==> src/rtl/fetch_sequencer.sv <==
// fetch_sequencer: instruction fetch FSM with an instruction register and link tracking.
// Macro FETCH_RAS_EN selects a RAS_DEPTH-entry return-address stack; otherwise one link register.
module fetch_sequencer #(
  parameter int unsigned       ADDR_W    = 16,
  parameter int unsigned       INSTR_W   = 16,
  parameter int unsigned       RAS_DEPTH = 4,
  parameter logic [ADDR_W-1:0] RESET_PC  = '0
) (
  input  logic               clock,
  input  logic               reset,
  output logic               mem_req,
  output logic [ADDR_W-1:0]  mem_addr,
  input  logic               mem_ack,
  input  logic [INSTR_W-1:0] mem_rdata,
  output logic               instr_valid,
  output logic [INSTR_W-1:0] instr,
  output logic [ADDR_W-1:0]  instr_pc,
  input  logic               instr_ready,
  input  logic               redirect,
  input  logic [ADDR_W-1:0]  redirect_addr,
  input  logic               call,
  input  logic               ret,
  output logic [ADDR_W-1:0]  link_addr,
  output logic               ras_empty,
  output logic               ras_full,
  output logic               ras_err
);

  typedef enum logic [1:0] {
    ST_FETCH = 2'd0,
    ST_DRAIN = 2'd1,
    ST_HOLD  = 2'd2
  } state_t;

  if (RAS_DEPTH < 32'd2 || (RAS_DEPTH & (RAS_DEPTH - 32'd1)) != 32'd0) begin : g_depth_check
    $error("fetch_sequencer: RAS_DEPTH must be a power of two >= 2");
  end

  state_t              state_r;
  state_t              state_nxt_s;
  logic [ADDR_W-1:0]   pc_r;
  logic [ADDR_W-1:0]   drain_addr_r;
  logic [INSTR_W-1:0]  instr_r;
  logic [ADDR_W-1:0]   instr_pc_r;
  logic [ADDR_W-1:0]   link_s;
  logic [ADDR_W-1:0]   ras_target_s;
  logic [ADDR_W-1:0]   target_s;
  logic                fetch_done_s;
  logic                capture_s;
  logic                do_call_s;

  assign fetch_done_s = (state_r == ST_FETCH) && mem_ack;
  assign capture_s    = fetch_done_s && !redirect;
  assign do_call_s    = redirect && call;
  assign link_s       = instr_pc_r + ADDR_W'(1);

  // Redirect target: popped link for ret, otherwise the supplied address.
  always_comb begin
    target_s = redirect_addr;
    if (ret) begin
      target_s = ras_target_s;
    end else begin
      target_s = redirect_addr;
    end
  end

  // FSM state register.
  always_ff @(posedge clock or negedge reset) begin
    if (!reset) begin
      state_r <= ST_FETCH;
    end else begin
      state_r <= state_nxt_s;
    end
  end

  // FSM next-state logic; a redirect without ack must drain the outstanding read.
  always_comb begin
    state_nxt_s = state_r;
    case (state_r)
      ST_FETCH: begin
        if (redirect) begin
          state_nxt_s = mem_ack ? ST_FETCH : ST_DRAIN;
        end else if (mem_ack) begin
          state_nxt_s = ST_HOLD;
        end else begin
          state_nxt_s = ST_FETCH;
        end
      end
      ST_DRAIN: begin
        if (mem_ack) begin
          state_nxt_s = ST_FETCH;
        end else begin
          state_nxt_s = ST_DRAIN;
        end
      end
      ST_HOLD: begin
        if (redirect || instr_ready) begin
          state_nxt_s = ST_FETCH;
        end else begin
          state_nxt_s = ST_HOLD;
        end
      end
      default: state_nxt_s = ST_FETCH;
    endcase
  end

  // FSM output decode; DRAIN keeps presenting the abandoned address.
  always_comb begin
    mem_req     = 1'b1;
    instr_valid = 1'b0;
    mem_addr    = pc_r;
    case (state_r)
      ST_FETCH: begin
        mem_req     = 1'b1;
        instr_valid = 1'b0;
        mem_addr    = pc_r;
      end
      ST_DRAIN: begin
        mem_req     = 1'b1;
        instr_valid = 1'b0;
        mem_addr    = drain_addr_r;
      end
      ST_HOLD: begin
        mem_req     = 1'b0;
        instr_valid = 1'b1;
        mem_addr    = pc_r;
      end
      default: begin
        mem_req     = 1'b1;
        instr_valid = 1'b0;
        mem_addr    = pc_r;
      end
    endcase
  end

  // Program counter, drain address and instruction register.
  always_ff @(posedge clock or negedge reset) begin
    if (!reset) begin
      pc_r         <= RESET_PC;
      drain_addr_r <= '0;
      instr_r      <= '0;
      instr_pc_r   <= '0;
    end else begin
      if (redirect) begin
        pc_r <= target_s;
      end else if (fetch_done_s) begin
        pc_r <= pc_r + ADDR_W'(1);
      end else begin
        pc_r <= pc_r;
      end
      if ((state_r == ST_FETCH) && redirect && !mem_ack) begin
        drain_addr_r <= pc_r;
      end else begin
        drain_addr_r <= drain_addr_r;
      end
      if (capture_s) begin
        instr_r    <= mem_rdata;
        instr_pc_r <= pc_r;
      end else begin
        instr_r    <= instr_r;
        instr_pc_r <= instr_pc_r;
      end
    end
  end

  assign instr    = instr_r;
  assign instr_pc = instr_pc_r;

`ifdef FETCH_RAS_EN
  localparam int unsigned PTR_W = $clog2(RAS_DEPTH);
  localparam int unsigned CNT_W = PTR_W + 1;

  logic [ADDR_W-1:0] stack_r [RAS_DEPTH];
  logic [PTR_W-1:0]  top_r;
  logic [PTR_W-1:0]  push_ptr_s;
  logic [CNT_W-1:0]  count_r;
  logic              ras_err_r;
  logic              stk_empty_s;
  logic              stk_full_s;
  logic              do_ret_s;

  assign do_ret_s     = redirect && ret;
  assign stk_empty_s  = (count_r == '0);
  assign stk_full_s   = (count_r == CNT_W'(RAS_DEPTH));
  assign push_ptr_s   = top_r + PTR_W'(1);
  assign ras_target_s = stk_empty_s ? RESET_PC : stack_r[top_r];

  // Circular link stack: a push when full overwrites the oldest slot.
  always_ff @(posedge clock or negedge reset) begin
    if (!reset) begin
      for (int unsigned i = 0; i < RAS_DEPTH; i++) begin
        stack_r[i] <= '0;
      end
      top_r     <= '0;
      count_r   <= '0;
      ras_err_r <= 1'b0;
    end else if (do_call_s && do_ret_s) begin
      if (stk_empty_s) begin
        stack_r[push_ptr_s] <= link_s;
        top_r               <= push_ptr_s;
        count_r             <= CNT_W'(1);
        ras_err_r           <= 1'b1;
      end else begin
        stack_r[top_r] <= link_s;
      end
    end else if (do_call_s) begin
      stack_r[push_ptr_s] <= link_s;
      top_r               <= push_ptr_s;
      if (stk_full_s) begin
        ras_err_r <= 1'b1;
      end else begin
        count_r <= count_r + CNT_W'(1);
      end
    end else if (do_ret_s) begin
      if (stk_empty_s) begin
        ras_err_r <= 1'b1;
      end else begin
        top_r   <= top_r - PTR_W'(1);
        count_r <= count_r - CNT_W'(1);
      end
    end else begin
      ras_err_r <= ras_err_r;
    end
  end

  assign link_addr = stk_empty_s ? '0 : stack_r[top_r];
  assign ras_empty = stk_empty_s;
  assign ras_full  = stk_full_s;
  assign ras_err   = ras_err_r;
`else
  logic [ADDR_W-1:0] link_r;

  assign ras_target_s = link_r;

  // Single link register: ret reads it without clearing.
  always_ff @(posedge clock or negedge reset) begin
    if (!reset) begin
      link_r <= '0;
    end else if (do_call_s) begin
      link_r <= link_s;
    end else begin
      link_r <= link_r;
    end
  end

  assign link_addr = link_r;
  assign ras_empty = 1'b0;
  assign ras_full  = 1'b0;
  assign ras_err   = 1'b0;
`endif

endmodule

==> config.mk <==
export PLATFORM = sky130hd
export DESIGN_NAME = fetch_sequencer
export DESIGN_NICKNAME = d
export VERILOG_FILES = /design/src/rtl/fetch_sequencer.sv
export SDC_FILE = /design/constraint.sdc
export NUM_CORES = 1
export LEC_CHECK = 0
export CORE_ASPECT_RATIO = 1.2
export CORE_UTILIZATION = 30
export DETAILED_ROUTE_END_ITERATION = 12
export HOLD_SLACK_MARGIN = 0.03
export SLEW_MARGIN = 20
export SYNTH_ARGS = -nofsm -noshare
export SYNTH_HDL_FRONTEND = slang
export SYNTH_SLANG_ARGS = --single-unit
==> constraint.sdc <==
create_clock -name clock -period 2 [get_ports clock]
set_input_delay 0.3 -clock clock [delete_from_list [all_inputs] [get_ports clock]]
set_output_delay 0.3 -clock clock [all_outputs]
set_load 0.005 [all_outputs]
==> out/qor.txt <==
=================================================================================================
Initial antenna violation count                                                                 0
Wirelength per Cell                                                                       16.0 um
Max-capacitance violation count                                                                 0
Final global-route overflow total                                                               0
Required @ worst endpoint                                                                 2.22 ns
Multi-input gate area in the final layout                                                1830 um2
Slew at the pin with the worst max-slew slack                                            0.628 ns
Cell types occupying the most area after synthesis                                   dfrtp_1 52%, mux2_2 18%, mux2i_1 5.8%, xnor2_1 4.6%, nand2_1 2.6%
Shortest clock period the worst path allows after layout                                  1.96 ns
Maximum number of pins on one net before global-route repair                                   47
Pwr dens                                                                              1170 nW/um2
Number of flip-flops and latches in the synthesized netlist                                    82
Number of buffer cells added on primary ports                                                 104
Total length of routed wires                                                              10.2 mm
Syn Inst Count                                                                                337
Pre-antenna DRT Iters                                                                           4
Most common library cell in the layout ignoring fill and taps                        clkdlybuf4s50_1
Maximum clock frequency                                                                   510 MHz
Post-route clock skew                                                                  0.00607 ns
Effective utilization at floorplan                                                          0.311
TritonCTS clock tree                                                                         done
Leakage                                                                                   2.45 nW
Inst Count DP                                                                                 615
Area of the core                                                                        12800 um2
Root buffer cell                                                                        clkbuf_16
Warnings, synthesis                                                                             0
First-pass GRT wire length                                                                16.3 mm
Post-synth top area cell                                                                  dfrtp_1
Highest-count cells in the layout ignoring fill and taps                             87 x clkdlybuf4s50_1, 80 x dfrtp_1, 65 x mux2_2
Share of final-layout standard cells stronger than drive strength 1                         0.264
Via count of the first global-routing pass                                                   3134
Placer Congestion                                                                           0.750
Number of distinct library cell variants in the gate-level netlist after synthesis             31
Power Internal                                                                            4.84 mW
Count of final max-slew check failures                                                          0
Vert. Die Dim                                                                              128 um
Sequential area share after synthesis                                                       0.516
Type of element capturing the critical path                                              register
Critical path startpoint category                                                        register
Max FO, Critical Path                                                                           6
Chip width                                                                                 107 um
Number of H-tree branching levels                                                               3
Relative contribution of sequential cells to total power                                    0.396
Via density                                                                                  4.74
Comb pwr share                                                                              0.344
Post-synthesis instance area                                                             3980 um2
Hold Crit Class                                                                           reg2reg
Clock power frac                                                                            0.260
Antenna-violating nets left                                                                     0
Utilization of the core after routing                                                       0.459
Placed wire-length estimate after detailed placement                                      7.54 mm
Net count reported at finish                                                                  510
TritonCTS Buffers                                                                               9
Worst-skew pair later-pin latency                                                         0.34 ns
Status                                                                               finished, final reports clean
Clock input transition at the sequential cells of the worst setup and hold paths          0.06 ns
CP Data Arrival Time                                                                      2.18 ns
Final period utilization                                                                    0.981
Synthesized area divided by synthesized cell count                                       11.8 um2
Fillers                                                                                      1171
Number of clock sinks seen by CTS                                                              82
Deepest clock path buffer count                                                                 2
Worst IR drop on VDD                                                                   0.000473 V
Final-report hold violation count                                                               0
Total negative setup slack                                                                   0 ns
Number of primary I/O pins                                                                    108
Fraction of power spent switching nets                                                      0.293
Worst-case setup slack after placement                                                  -0.311 ns
Final setup violation count                                                                     0
Number of antenna repair diodes                                                                 0
Number of vias in the routed layout                                                          3021
Switching power total                                                                     2.01 mW
Site row count                                                                                 45
WS Path Type                                                                              reg2reg
Total track usage                                                                           0.155
Sequential standard cell area                                                            2050 um2
Worst Setup Slack, final                                                                0.0388 ns
Area delta synth->final                                                                     47.7%
Worst relative slew slack                                                                   0.581
Post-Layout Cell Count                                                                        638
Number of DRC markers after the initial detailed-route iteration                               99
Post-route DRC                                                                                  0
Floorplan die area                                                                      13700 um2
Share of the synthesized area in the top cell type                                          0.516
=================================================================================================
==> sequential cells by signal (all words and copies together), names as in the netlist <==
register      flops
drain_addr_r     16
instr            16
instr_pc         16
link_addr        16
pc_r             16
state_r           2
==> cell families (layout without fill, tap and decap cells) <==
| family | count (synthesis) | count (layout) | share of synthesized area |
|---|---|---|---|
| AOI/OAI and AO/OA | 28 | 28 | 0.0390 |
| and+or+nand+nor | 82 | 82 | 0.105 |
| DFF | 82 | 82 | 0.516 |
| muxes | 88 | 88 | 0.242 |
| xor gates and xnor gates | 27 | 27 | 0.0595 |
| buffers and inverters | 27 | 162 | 0.0305 |
| adders and majority gates | 2 | 2 | 0.00629 |
| other | 1 | 3 | 0.000943 |
==> power by group through the flow <==
stage | registers (mW) | logic [mW] | clock network, mW
after floorplan | 2.68 | 0.985 | 0
after global placement | 2.71 | 2.38 | 0
after detailed placement | 2.74 | 2.40 | 0
after CTS | 2.72 | 2.37 | 1.83
after global routing | 2.80 | 2.57 | 1.90
final | 2.71 | 2.35 | 1.78
==> cell usage after synthesis <==
cell type and number:
a211oi_1 1, a21oi_1 3, and2_1 1, and3_1 2, buf_2 7, buf_4 3, clkbuf_1 13, conb_1 1
dfrtp_1 82, ha_1 2, inv_1 4, mux2_2 65, mux2i_1 23, nand2_1 28, nand2b_1 2, nand3_1 10
nand4_1 9, nor2_1 7, nor2b_1 1, nor3_1 10, nor3b_1 1, nor4_1 7, nor4b_2 1, o21a_1 2
o21ai_0 20, o31a_1 2, or3b_1 1, or4_1 1, or4bb_1 1, xnor2_1 21, xor2_1 6
==> through the flow <==
stage | hold WS [ns] | power (mW) | cell area, um2
6_report | 0.503 | 6.84 | 5870
4_1_cts | 0.506 | 6.91 | 5790
5_1_grt | 0.520 | 7.27 | 5870
3_3_place_gp | 0.357 | 5.10 | 5420
2_1_floorplan | 0.00441 | 3.66 | 3990
3_5_place_dp | 0.360 | 5.14 | 5420
==> worst max-delay path, cell delays in order, from the launching register on <==
cell     delay, ns
dfrtp_2       0.43
buf_6         0.14
or3b_4        0.39
or4_4         0.46
o21a_1        0.21
o31a_1        0.23
==> final timing paths <==
kind | slack [ns] | to | from | depth (start not counted)
worst max-delay path | 0.04 | pc_r[13]$_DFFE_PN0P_ | state_r[0]$_DFF_PN0_ | 5
worst min-delay path | 0.50 | drain_addr_r[5]$_DFFE_PN0P_ | drain_addr_r[5]$_DFFE_PN0P_ | 1
worst max register to register | 0.04 | pc_r[13]$_DFFE_PN0P_ | state_r[0]$_DFF_PN0_ | 5
worst min register to register | 0.50 | drain_addr_r[5]$_DFFE_PN0P_ | drain_addr_r[5]$_DFFE_PN0P_ | 1
max in group asynchronous | 0.86 | link_addr[15]$_DFFE_PN0P_ | reset | 3
min in group asynchronous | 0.54 | drain_addr_r[5]$_DFFE_PN0P_ | reset | 2
==> metal layers <==
metal / wire, um / GRT usage / vias to the layer above
met3: 653 / 0.0519 / 16
li1: - / - / 1455
met5: 0 / 0 / -
met2: 5170 / 0.266 / 84
met1: 4270 / 0.186 / 1466
met4: 138 / 0.0411 / 0
==> what timing repair did <==
| item | CTS | global route |
|---|---|---|
| hold endpoints to repair | 44 | 0 |
| setup endpoints to repair | 16 | 19 |
| gates resized for setup | 21 | 4 |
| buffers inserted | 2 | 1 |
| hold buffers | 1 | 0 |
| pin swaps | 0 | 1 |
| cloned | 1 | 2 |
==> area by class of cell <==
| cell class | instances | area share |
|---|---|---|
| timing repair buffer | 142 | 0.246 |
| inverter | 4 | 0.00256 |
| tap | 164 | 0.0350 |
| multi-input combinational | 230 | 0.312 |
| sequential | 82 | 0.350 |
| clock inverter | 5 | 0.0132 |
| clock buffer | 11 | 0.0414 |
(Power assumes the default switching activity.)
